File: config.mk
export PLATFORM = sky130hd
export DESIGN_NAME = bus_arbiter16
export DESIGN_NICKNAME = d
export VERILOG_FILES = /design/src/rtl/bus_arbiter16_pkg.sv /design/src/rtl/bus_arbiter16_rr_priority_pick16.sv /design/src/rtl/bus_arbiter16.sv
export SDC_FILE = /design/constraint.sdc
export NUM_CORES = 1
export LEC_CHECK = 0
export CORE_AREA = 2 2 90 92
export CTS_CLUSTER_DIAMETER = 100
export DETAILED_ROUTE_END_ITERATION = 16
export DIE_AREA = 0 0 92 94
export HOLD_SLACK_MARGIN = 0.05
export PLACE_DENSITY = 0.76
export SETUP_SLACK_MARGIN = 0.2
export SYNTH_ARGS = -nofsm -noshare
export SYNTH_HDL_FRONTEND = slang
export SYNTH_SLANG_ARGS = --single-unit
File: constraint.sdc
create_clock -name clk -period 4.9 [get_ports clk]
set_input_delay 0.98 -clock clk [delete_from_list [all_inputs] [get_ports clk]]
set_output_delay 0.98 -clock clk [all_outputs]
set_load 0.01 [all_outputs]
File: src/rtl/bus_arbiter16_pkg.sv
// rtl/bus_arbiter16_pkg.sv - shared constants, state encoding and helpers for the 16-way bus arbiter
package bus_arbiter16_pkg;

    localparam int NUM_REQ = 16;
    localparam int SEL_W   = 4;
    // Wide enough for MAX_HOLD-1 over the whole legal MAX_HOLD range (1..255)
    localparam int CNT_W   = 8;

    typedef enum logic {
        ST_IDLE = 1'b0,
        ST_BUSY = 1'b1
    } state_t;

    // One-hot vector with only bit idx set
    function automatic logic [NUM_REQ-1:0] onehot_of(input logic [SEL_W-1:0] idx);
        logic [NUM_REQ-1:0] v;
        v      = '0;
        v[idx] = 1'b1;
        return v;
    endfunction

endpackage

File: src/rtl/bus_arbiter16_rr_priority_pick16.sv
// rtl/bus_arbiter16_rr_priority_pick16.sv - combinational round-robin pick: first set mask bit at or above start, wrapping 15 -> 0
module rr_priority_pick16
    import bus_arbiter16_pkg::*;
(
    input  logic [NUM_REQ-1:0] mask,
    input  logic [SEL_W-1:0]   start,
    output logic [SEL_W-1:0]   index,
    output logic               found
);

    logic [SEL_W-1:0] cand;

    // Walk the sixteen positions starting at start; the first set bit wins
    always_comb begin
        index = '0;
        found = 1'b0;
        cand  = '0;
        for (int i = 0; i < NUM_REQ; i++) begin
            cand = start + SEL_W'(i);
            if (!found && mask[cand]) begin
                index = cand;
                found = 1'b1;
            end
        end
    end

endmodule

File: src/rtl/bus_arbiter16.sv
// rtl/bus_arbiter16.sv - 16-requester round-robin bus arbiter with hold-time preemption and lock
module bus_arbiter16
    import bus_arbiter16_pkg::*;
#(
    parameter int unsigned MAX_HOLD = 8
) (
    input  logic               clk,
    input  logic               rst,
    input  logic [NUM_REQ-1:0] request,
    input  logic               lock,
    output logic [NUM_REQ-1:0] grant,
    output logic [SEL_W-1:0]   select,
    output logic               bus_valid,
    output logic               handoff
);

    // Counter value at which the owner becomes preemptible
    localparam logic [CNT_W-1:0] HOLD_LAST = CNT_W'(MAX_HOLD - 1);

    state_t             state_q, state_d;
    logic [NUM_REQ-1:0] grant_q, grant_d;
    logic [SEL_W-1:0]   select_q, select_d;
    logic               handoff_q, handoff_d;
    logic [SEL_W-1:0]   ptr_q, ptr_d;
    logic [CNT_W-1:0]   cnt_q, cnt_d;

    logic [NUM_REQ-1:0] pick_mask;
    logic [SEL_W-1:0]   pick_start;
    logic [SEL_W-1:0]   pick_index;
    logic               pick_found;

    logic               owner_req;
    logic               hold_done;
    logic               take_new;
    logic               owner_release;

    assign owner_req = request[select_q];
    assign hold_done = (cnt_q == HOLD_LAST);

    // Idle searches from the pointer; busy searches past the owner and never re-picks it
    always_comb begin
        pick_mask  = request;
        pick_start = ptr_q;
        if (state_q == ST_BUSY) begin
            pick_mask  = request & ~grant_q;
            pick_start = select_q + SEL_W'(1);
        end
    end

    rr_priority_pick16 u_pick (
        .mask  (pick_mask),
        .start (pick_start),
        .index (pick_index),
        .found (pick_found)
    );

    // State register
    always_ff @(posedge clk or posedge rst) begin
        if (rst) begin
            state_q <= ST_IDLE;
        end else begin
            state_q <= state_d;
        end
    end

    // Next-state: release has priority over expiry; lock only blocks expiry-driven preemption
    always_comb begin
        state_d       = state_q;
        take_new      = 1'b0;
        owner_release = 1'b0;
        case (state_q)
            ST_IDLE: begin
                if (pick_found) begin
                    state_d  = ST_BUSY;
                    take_new = 1'b1;
                end
            end
            ST_BUSY: begin
                if (!owner_req) begin
                    owner_release = 1'b1;
                    if (pick_found) begin
                        take_new = 1'b1;
                    end else begin
                        state_d = ST_IDLE;
                    end
                end else if (hold_done && !lock && pick_found) begin
                    take_new = 1'b1;
                end
            end
            default: begin
                state_d = ST_IDLE;
            end
        endcase
    end

    // Output and bookkeeping: new owner loads grant/select and restarts the hold count
    always_comb begin
        grant_d   = grant_q;
        select_d  = select_q;
        handoff_d = 1'b0;
        ptr_d     = ptr_q;
        cnt_d     = cnt_q;
        if (take_new) begin
            grant_d   = onehot_of(pick_index);
            select_d  = pick_index;
            handoff_d = 1'b1;
            cnt_d     = '0;
        end else if (state_q == ST_BUSY && state_d == ST_IDLE) begin
            grant_d = '0;
            cnt_d   = '0;
        end else if (state_q == ST_BUSY && !hold_done) begin
            cnt_d = cnt_q + CNT_W'(1);
        end
        if (state_q == ST_BUSY && (owner_release || take_new)) begin
            ptr_d = select_q + SEL_W'(1);
        end
    end

    // Registered outputs and arbitration bookkeeping
    always_ff @(posedge clk or posedge rst) begin
        if (rst) begin
            grant_q   <= '0;
            select_q  <= '0;
            handoff_q <= 1'b0;
            ptr_q     <= '0;
            cnt_q     <= '0;
        end else begin
            grant_q   <= grant_d;
            select_q  <= select_d;
            handoff_q <= handoff_d;
            ptr_q     <= ptr_d;
            cnt_q     <= cnt_d;
        end
    end

    assign grant     = grant_q;
    assign select    = select_q;
    assign bus_valid = (state_q == ST_BUSY);
    assign handoff   = handoff_q;

endmodule

==> results of run 1 <==
==> worst max-delay path by stage <==
stage                     slack [ps]  cells past startpoint         to
after floorplan                  220                     17  grant[13]
after global placement           130                     12  grant[15]
after detailed placement          20                     11  grant[13]
after CTS                        210                     15  grant[10]
after global routing             160                     14  grant[15]
final                            320                     14  grant[15]
==> cells in the mapped netlist, types with 4 or more instances <==
master / number / area [um^2]
nand2_1: 52 / 195
dfrtp_1: 34 / 851
mux2i_1: 34 / 340
nor2_1: 32 / 120
mux4_2: 24 / 541
a21oi_1: 17 / 85.1
a21boi_0: 16 / 120
nand3_1: 14 / 70.1
mux2_2: 12 / 135
o21ai_0: 10 / 50.1
o31ai_1: 10 / 75.1
xnor2_1: 10 / 87.6
a211oi_1: 9 / 67.6
ha_1: 9 / 113
buf_2: 8 / 40.0
nor3_1: 8 / 40.0
inv_1: 7 / 26.3
o41ai_1: 7 / 61.3
xor2_1: 7 / 61.3
clkbuf_1: 6 / 22.5
nor2b_1: 6 / 37.5
and2_1: 5 / 31.3
o21ai_1: 5 / 25.0
a221oi_1: 4 / 35.0
a31oi_1: 4 / 25.0
inv_2: 4 / 15.0
mux2_1: 4 / 45.0
nand2b_1: 4 / 25.0
nand4_1: 4 / 25.0
o211ai_1: 4 / 30.0
==> cells by family after synthesis <==
kind of cell | count (synthesis) | synth area share (%)
flip-flops | 34 | 21.6
adder cells (fa/ha/maj) | 9 | 2.86
AND/OR/NAND/NOR | 142 | 17.6
AO/OA/AOI/OAI | 118 | 22.1
buffers and inverters | 32 | 3.91
XOR/XNOR | 18 | 4.20
multiplexers | 76 | 27.7
==> layout make-up <==
class                      count  area (um^2)  share of cell area (%)
clock buffer                   6         82.6                    1.73
timing repair buffer          77          678                    14.2
inverter                      11         41.3                   0.863
sequential                    34          851                    17.8
clock inverter                 2         12.5                   0.262
multi-input combinational    363         2990                    62.5
tap                          102          128                    2.67
==> state kept, by name, indices dropped and copies added, names as in the netlist <==
signal     flops
ptr_q          4
select         4
cnt_q          8
grant         16
bus_valid      1
handoff        1
==> routing by layer <==
layer / vias up / wire length, um / GRT usage (%)
met2: 272 / 6070 / 52.1
met4: 0 / 525 / 11.4
met1: 1928 / 5240 / 41.3
met3: 48 / 1160 / 3.69
li1: 1779 / - / -
met5: - / 0 / 0
==> worst max-delay path: cells and delay by family (launching register included) <==
family	cells	cell delay, ps
buf+inv	3	550
simple gates	2	580
compound gates	4	1040
fa+ha+maj	2	710
flops	1	410
mux	3	1150
==> cells in the final DEF, fill, tap and decap left out, types with 14 or more instances in the layout <==
cell	synthesis	routed
a21boi_0	16	16
a21oi_1	17	17
buf_4	0	37
clkdlybuf4s50_1	0	40
dfrtp_1	34	34
mux2i_1	34	33
mux4_2	24	24
nand2_1	52	52
nand3_1	14	14
nor2_1	32	31
==> through the flow <==
step                instance area [um^2]  hold slack, ps  instances
global route                        4780             545        595
CTS                                 4690             534        589
finish                              4780             528        595
floorplan                           3940             479        429
global placement                    4580             489        580
detailed placement                  4580             509        580
==> timing repair <==
action,in CTS,in global routing
gates cloned,0,0
setup endpoints to repair,9,32
resized for setup,1,11
setup buffers,1,6
pin swaps,1,3
==> impl_metrics.tcl, run 1 <==
set metrics [dict create \
    holdPathEnd "ptr_q[2]" \
    critPathKind "reg2reg" \
    r2r-end "grant[15]" \
    holdCritStartpoint "ptr_q[2]" \
    fmax_ghz 0.219 \
    nFillCells 654 \
    synth_edf_count 0 \
    crit_start "select[0]" \
    drt-pass1-iter-count 7 \
    clock_sinks 34 \
    max_cap_violations 0 \
    crit_top_cell "buf_4" \
    layout-drive-gt1-share_pct 22.5 \
    synth_cell_types 72 \
    place_congestion 1.01 \
    antenna_left 0 \
    cts_tree "done" \
    yosys_warnings 0 \
    setup_violations 0 \
    die_w_um 92 \
    finalNetCount 520 \
    syn2layout_area_growth_pct 21.6 \
    syn_inst 429 \
    drv_slew 0 \
    min_path_type "reg2reg" \
    core_area_mm2 0.00761 \
    first_global_vias 3852 \
    rr_startpoint "select[0]" \
    end_kind "register" \
    drc 0 \
    antenna_found_initial 0 \
    arrival_ps 4760 \
    reg2reg_depth 14 \
    slowest_stage "mux4_2" \
    fin_crit_sh_pct 93.4 \
    portBuffers 40 \
    slowest_delay_ps 530 \
    startpoint_type "register" \
    grt_max_degree 38 \
    num_rows 32 \
    fin_crit_ps 4580 \
    drtIter0Drc 315 \
    post-place-ws_ps 15.6 \
    vias_per_cell 6.77 \
    antenna_cells 0 \
    globalRouteOverflowTotal 0 \
    hold_viol_final 0 \
    h-tree-depth 2 \
    critical_path.cell_chain "ha_1, mux2i_4, buf_4, ha_2, mux4_2, mux4_2, buf_4, nor3b_4, buf_4, a211oi_1, a311oi_1, o22ai_2, and2_1, o41ai_1" \
    grt_util_all_layers_pct 31.0 \
    tns_ps 0 \
    max-slew-margin-rel_pct 53.7 \
    ys_seq_area_share_pct 21.6 \
    vias 4027 \
    r2r_slack_ps 320 \
    cts_max_path_buffers 2 \
    worst-slew-pin-transition_ps 689 \
    start_util_pct 51.7 \
    async_flop_share_pct 100 \
    root_buffer "clkbuf_8" \
    numCtsBuffers 5 \
    synth.avg_cell_area_um2 9.17 \
    clock_latency_ps 290 \
    hold_buffers 0 \
    ys_seq_elements 34 \
    pin_count 41 \
    dp_hpwl_mm 10.0 \
    outcome "complete, no violations" \
    final_core_util_pct 62.9 \
    grt_pass1_wl_mm 20.8 \
    rsz0062_at_grt "yes" \
    finalClockSkew_ps 14.5 \
    syn_area_mm2 0.00393 \
    syn-num-nets 457 \
    setup_ws_ps 325 \
    clkSlewWorstSetupHoldPaths_ps 90 \
    floorplan.die_area_mm2 0.00865 \
    min_path_cells 1 \
    synth_ff_type "dfrtp_1" \
    drt_wl_total_mm 13.0 \
    drt-wirelength-per-cell_um 21.8 \
    cp.required_ps 5080 \
    cp_max_fo 9 \
    die_y_um 94 \
]
Power of run 1 is not shown: default switching activity piles up to over one toggle a cycle in this logic, so the estimate is an artifact.
==> run 2: changes to the inputs <==
--- a/config.mk
+++ b/config.mk
@@ -10,7 +10,8 @@
 export DETAILED_ROUTE_END_ITERATION = 16
 export DIE_AREA = 0 0 92 94
 export HOLD_SLACK_MARGIN = 0.05
-export PLACE_DENSITY = 0.76
+export PLACE_DENSITY_LB_ADDON = 0.25
+export RECOVER_POWER = 100
 export SETUP_SLACK_MARGIN = 0.2
 export SYNTH_ARGS = -nofsm -noshare
 export SYNTH_HDL_FRONTEND = slang
==> run 2 against run 1 <==
- the flow now finishes with violations (capacitance limit, slew limit)
- core utilization is 0.69 points lower
- setup slack worse by 110 ps
- first-iteration DRC count is 10% higher
- wire length hardly changed
- flip-flop and latch count stayed put
==> impl_metrics.tcl, run 2 (synthesis results as in run 1) <==
set metrics [dict create \
    globalRouteOverflowTotal 0 \
    hold_buffers 0 \
    reg2reg_depth 13 \
    critPathKind "reg2reg" \
    core_area_mm2 0.00761 \
    dp_hpwl_mm 9.80 \
    clock_sinks 34 \
    numCtsBuffers 5 \
    cp_max_fo 10 \
    end_kind "register" \
    outcome "finished with violations" \
    arrival_ps 4880 \
    drt-pass1-iter-count 5 \
    tns_ps 0 \
    grt_pass1_wl_mm 20.4 \
    cts_tree "done" \
    r2r_slack_ps 210 \
    slowest_delay_ps 660 \
    first_global_vias 3922 \
    largest_register_ffs 16 \
    layout-drive-gt1-share_pct 20.6 \
    drtIter0Drc 347 \
    crit_buf_inv 3 \
    portBuffers 40 \
    max_cap_violations 1 \
    final_common_cell "nand2_1" \
    drc 0 \
    num_rows 32 \
    die_w_um 92 \
    drt-wirelength-per-cell_um 22.1 \
    clkSlewWorstSetupHoldPaths_ps 90 \
    drt_wl_total_mm 13.0 \
    finalNetCount 513 \
    cp.depth 13 \
    cts_max_path_buffers 2 \
    slowest_stage "dfrtp_1" \
    floorplan.die_area_mm2 0.00865 \
    syn2layout_area_growth_pct 20.3 \
    crit_top_cell "buf_4" \
    finalClockSkew_ps 8.16 \
    place_congestion 1.02 \
    startpoint_type "register" \
    antenna_cells 0 \
    grt_max_degree 35 \
    h-tree-depth 2 \
    pin_count 41 \
    clock_latency_ps 300 \
    start_util_pct 51.7 \
    cpLargestDelayFamily "multiplexers" \
    vias_per_cell 6.90 \
    mostFrequentLayoutCells "nand2_1 (52), mux2i_1 (34), dfrtp_1 (34), nor2_1 (31), buf_4 (27)" \
    grt_util_all_layers_pct 30.4 \
    drv_slew 35 \
    cp.required_ps 5090 \
    fin_crit_ps 4690 \
    vias 4056 \
    fmax_ghz 0.213 \
    antenna_left 0 \
    root_buffer "clkbuf_8" \
    hold_slack_ps 515 \
    final_core_util_pct 62.2 \
    max-slew-margin-rel_pct -25.4 \
    hold_viol_final 0 \
    fin_crit_sh_pct 95.6 \
    die_y_um 94 \
    antenna_found_initial 0 \
    violations "capacitance limit, slew limit" \
    min_path_cells 2 \
    rsz0062_at_grt "no" \
    worst-slew-pin-transition_ps 1880 \
    setup_violations 0 \
    critical_path.cell_chain "mux2i_4, buf_4, ha_2, mux4_2, mux4_2, buf_4, nor3b_2, buf_4, a211oi_1, a311oi_1, o22ai_2, and2_0, o41ai_1" \
    min_path_type "reg2reg" \
]
[run 2: final timing paths]
check                           from   endpoint
min reg2reg                grant[11]  grant[11]
min in group asynchronous        rst  select[0]
max in group asynchronous        rst   grant[1]
min                        grant[11]  grant[11]
max reg2reg                bus_valid  grant[15]
max                        bus_valid  grant[15]
[run 2: cell type report]
cell class	instances	area, um^2
multi-input cells	364	3000
fillers	638	2880
flip-flops and latches	34	851
repair buffers	69	612
well taps	102	128
clock buffers	6	82.6
inverters	11	41.3
clock inverters	2	12.5
[run 2: worst min-delay path, cell delays in order, from the launching register on]
cell and delay, ps:
dfrtp_1 370, nand2_1 50, o41ai_1 60
[run 2: per-layer routing]
layer  global-route usage, %  vias to the layer above  wire length, um
met1                    37.8                     1944             5220
li1                        -                     1775                -
met4                    14.6                        0              676
met2                    52.1                      268             6070
met3                    4.41                       69             1040
met5                       0                        -                0
[run 2: repair_timing]
item	in CTS	in global routing
pin swaps	0	2
resized for setup	1	11
setup endpoints to repair	1	20
setup buffers	0	2
cloned	0	1
[run 2: metrics by stage]
step                      cells  setup WS [ps]  cell area (um^2)
after global placement      577            109              4560
after global routing        588           91.0              4730
after floorplan             429            223              3940
after detailed placement    577            103              4560
final                       588            214              4730
after CTS                   585            225              4660
Power of run 2 is left out for the same reason.
==> run 3: changes to the inputs <==
--- a/config.mk
+++ b/config.mk
@@ -5,10 +5,12 @@
 export SDC_FILE = /design/constraint.sdc
 export NUM_CORES = 1
 export LEC_CHECK = 0
+export CAP_MARGIN = 40
 export CORE_AREA = 2 2 90 92
 export CTS_CLUSTER_DIAMETER = 100
 export DETAILED_ROUTE_END_ITERATION = 16
 export DIE_AREA = 0 0 92 94
+export GPL_ROUTABILITY_DRIVEN = 0
 export HOLD_SLACK_MARGIN = 0.05
 export PLACE_DENSITY_LB_ADDON = 0.25
 export RECOVER_POWER = 100
==> run 3 against run 2 <==
- setup slack better by 170 ps
- non-clock buffer count increased by 1
- wire length shrank 4.5%
- largest cell class unchanged
- flip-flop and latch count is the same
- global-route usage down 1.0 points
- register-to-register slack gained 170 ps
- the flow still finishes with violations (capacitance limit, slew limit)
- first-iteration DRC count increased by 20%
- worst hold slack better by 5.7 ps
==> impl_metrics.tcl, run 3 (synthesis results as in run 1) <==
set metrics [dict create \
    mostFrequentLayoutCells "nand2_1 (52), mux2i_1 (34), dfrtp_1 (34), nor2_1 (31), buf_4 (28)" \
    tns_ps 0 \
    cts_max_path_buffers 2 \
    grt_max_degree 35 \
    h-tree-depth 2 \
    arrival_ps 4720 \
    end_kind "register" \
    grt_util_all_layers_pct 29.4 \
    die_y_um 94 \
    clock_sinks 34 \
    drv_slew 35 \
    outcome "finished with violations" \
    crit_end "grant[2]" \
    portBuffers 40 \
    r2r_slack_ps 380 \
    cts_tree "done" \
    die_w_um 92 \
    grt_pass1_wl_mm 20.0 \
    cp.required_ps 5100 \
    fmax_ghz 0.221 \
    largest_register_ffs 16 \
    violations "capacitance limit, slew limit" \
    core_area_mm2 0.00761 \
    worst-slew-pin-transition_ps 1830 \
    fin_crit_ps 4520 \
    finalClockSkew_ps 8.45 \
    layout-drive-gt1-share_pct 20.8 \
    start_util_pct 51.7 \
    startpoint_type "register" \
    setup_violations 0 \
    drtIter0Drc 415 \
    cp_max_fo 17 \
    rr_startpoint "select[0]" \
    root_buffer "clkbuf_8" \
    syn2layout_area_growth_pct 20.0 \
    pin_count 41 \
    hold_viol_final 0 \
    fin_crit_sh_pct 92.3 \
    antenna_left 0 \
    finalNetCount 513 \
    floorplan.die_area_mm2 0.00865 \
    numCtsBuffers 5 \
    drt-pass1-iter-count 5 \
    vias_per_cell 6.71 \
    drt_wl_total_mm 12.4 \
    r2r-end "grant[2]" \
    drt-wirelength-per-cell_um 21.1 \
    min_path_type "reg2reg" \
    max-slew-margin-rel_pct -21.7 \
    dp_hpwl_mm 9.39 \
    vias 3945 \
    first_global_vias 3748 \
    max_cap_violations 1 \
    critPathKind "reg2reg" \
    antenna_cells 0 \
    seq_area_um2 851 \
    num_rows 32 \
    globalRouteOverflowTotal 0 \
    reg2reg_depth 14 \
    clock_latency_ps 300 \
    rsz0062_at_grt "yes" \
    drc 0 \
    antenna_found_initial 0 \
    nFillCells 644 \
    crit_start "select[0]" \
    final_common_cell "nand2_1" \
    clkSlewWorstSetupHoldPaths_ps 70 \
    multi_input_area_mm2 0.00299 \
]
-- run 3: changes by cell type in the layout (fill, tap and decap cells not counted), moves of 3 or more --
cell / delta
o41ai_2: -3
a21boi_0: -3
a21boi_1: +3
o41ai_1: +3
-- run 3: worst min path at each step --
stage                    from         to  slack (ps)  cells after the start
global placement     ptr_q[2]   ptr_q[2]         490                      1
floorplan            ptr_q[2]   ptr_q[2]         480                      1
detailed placement  grant[10]  grant[10]         500                      2
finish              grant[10]  grant[10]         520                      2
CTS                 grant[10]  grant[10]         520                      2
global route        grant[10]  grant[10]         540                      2
-- run 3: per-stage QoR --
stage | std cells | setup slack (ps) | cell area [um^2] | util (%) | hold slack, ps
global route | 588 | 76.8 | 4720 | 62.0 | 536
finish | 588 | 379 | 4720 | 62.0 | 521
global placement | 575 | 189 | 4540 | 59.7 | 489
detailed placement | 575 | 24.1 | 4540 | 59.7 | 496
CTS | 583 | 221 | 4640 | 61.0 | 519
floorplan | 429 | 223 | 3940 | - | 479
-- run 3: layer usage --
layer / share of wire [%] / vias to the layer above / GRT usage (%) / wire length (um)
met1: 43 / 1910 / 38.8 / 5310
met3: 6.2 / 36 / 3.37 / 775
met4: 3.1 / 0 / 8.71 / 391
met2: 48 / 234 / 50.9 / 5950
li1: - / 1765 / - / -
met5: 0 / - / 0 / 0
-- run 3: final cells by class --
cell class,count,area share [%]
inverters,11,0.875
clock buffers,6,1.75
clock inverters,2,0.265
repair buffers,70,13.1
well taps,102,2.70
flip-flops and latches,34,18.0
multi-input cells,363,63.3
-- run 3: repair_timing --
item,4_1_cts,5_1_grt
resized for setup,1,23
pin swaps,0,2
setup endpoints to repair,1,31
buffers inserted,0,5
hold buffers,0,0
-- run 3: worst max-delay path: stages (launching register included) --
cell and delay (ps):
dfrtp_1 380, ha_1 210, xor2_1 170, mux2i_2 250, buf_4 310, ha_1 230
a21boi_1 250, xnor2_2 200, mux4_2 650, nor2_2 280, nand4_1 240, o41ai_1 540
buf_4 210, o211ai_1 220, o31ai_1 280
Power of run 3 is left out for the same reason.
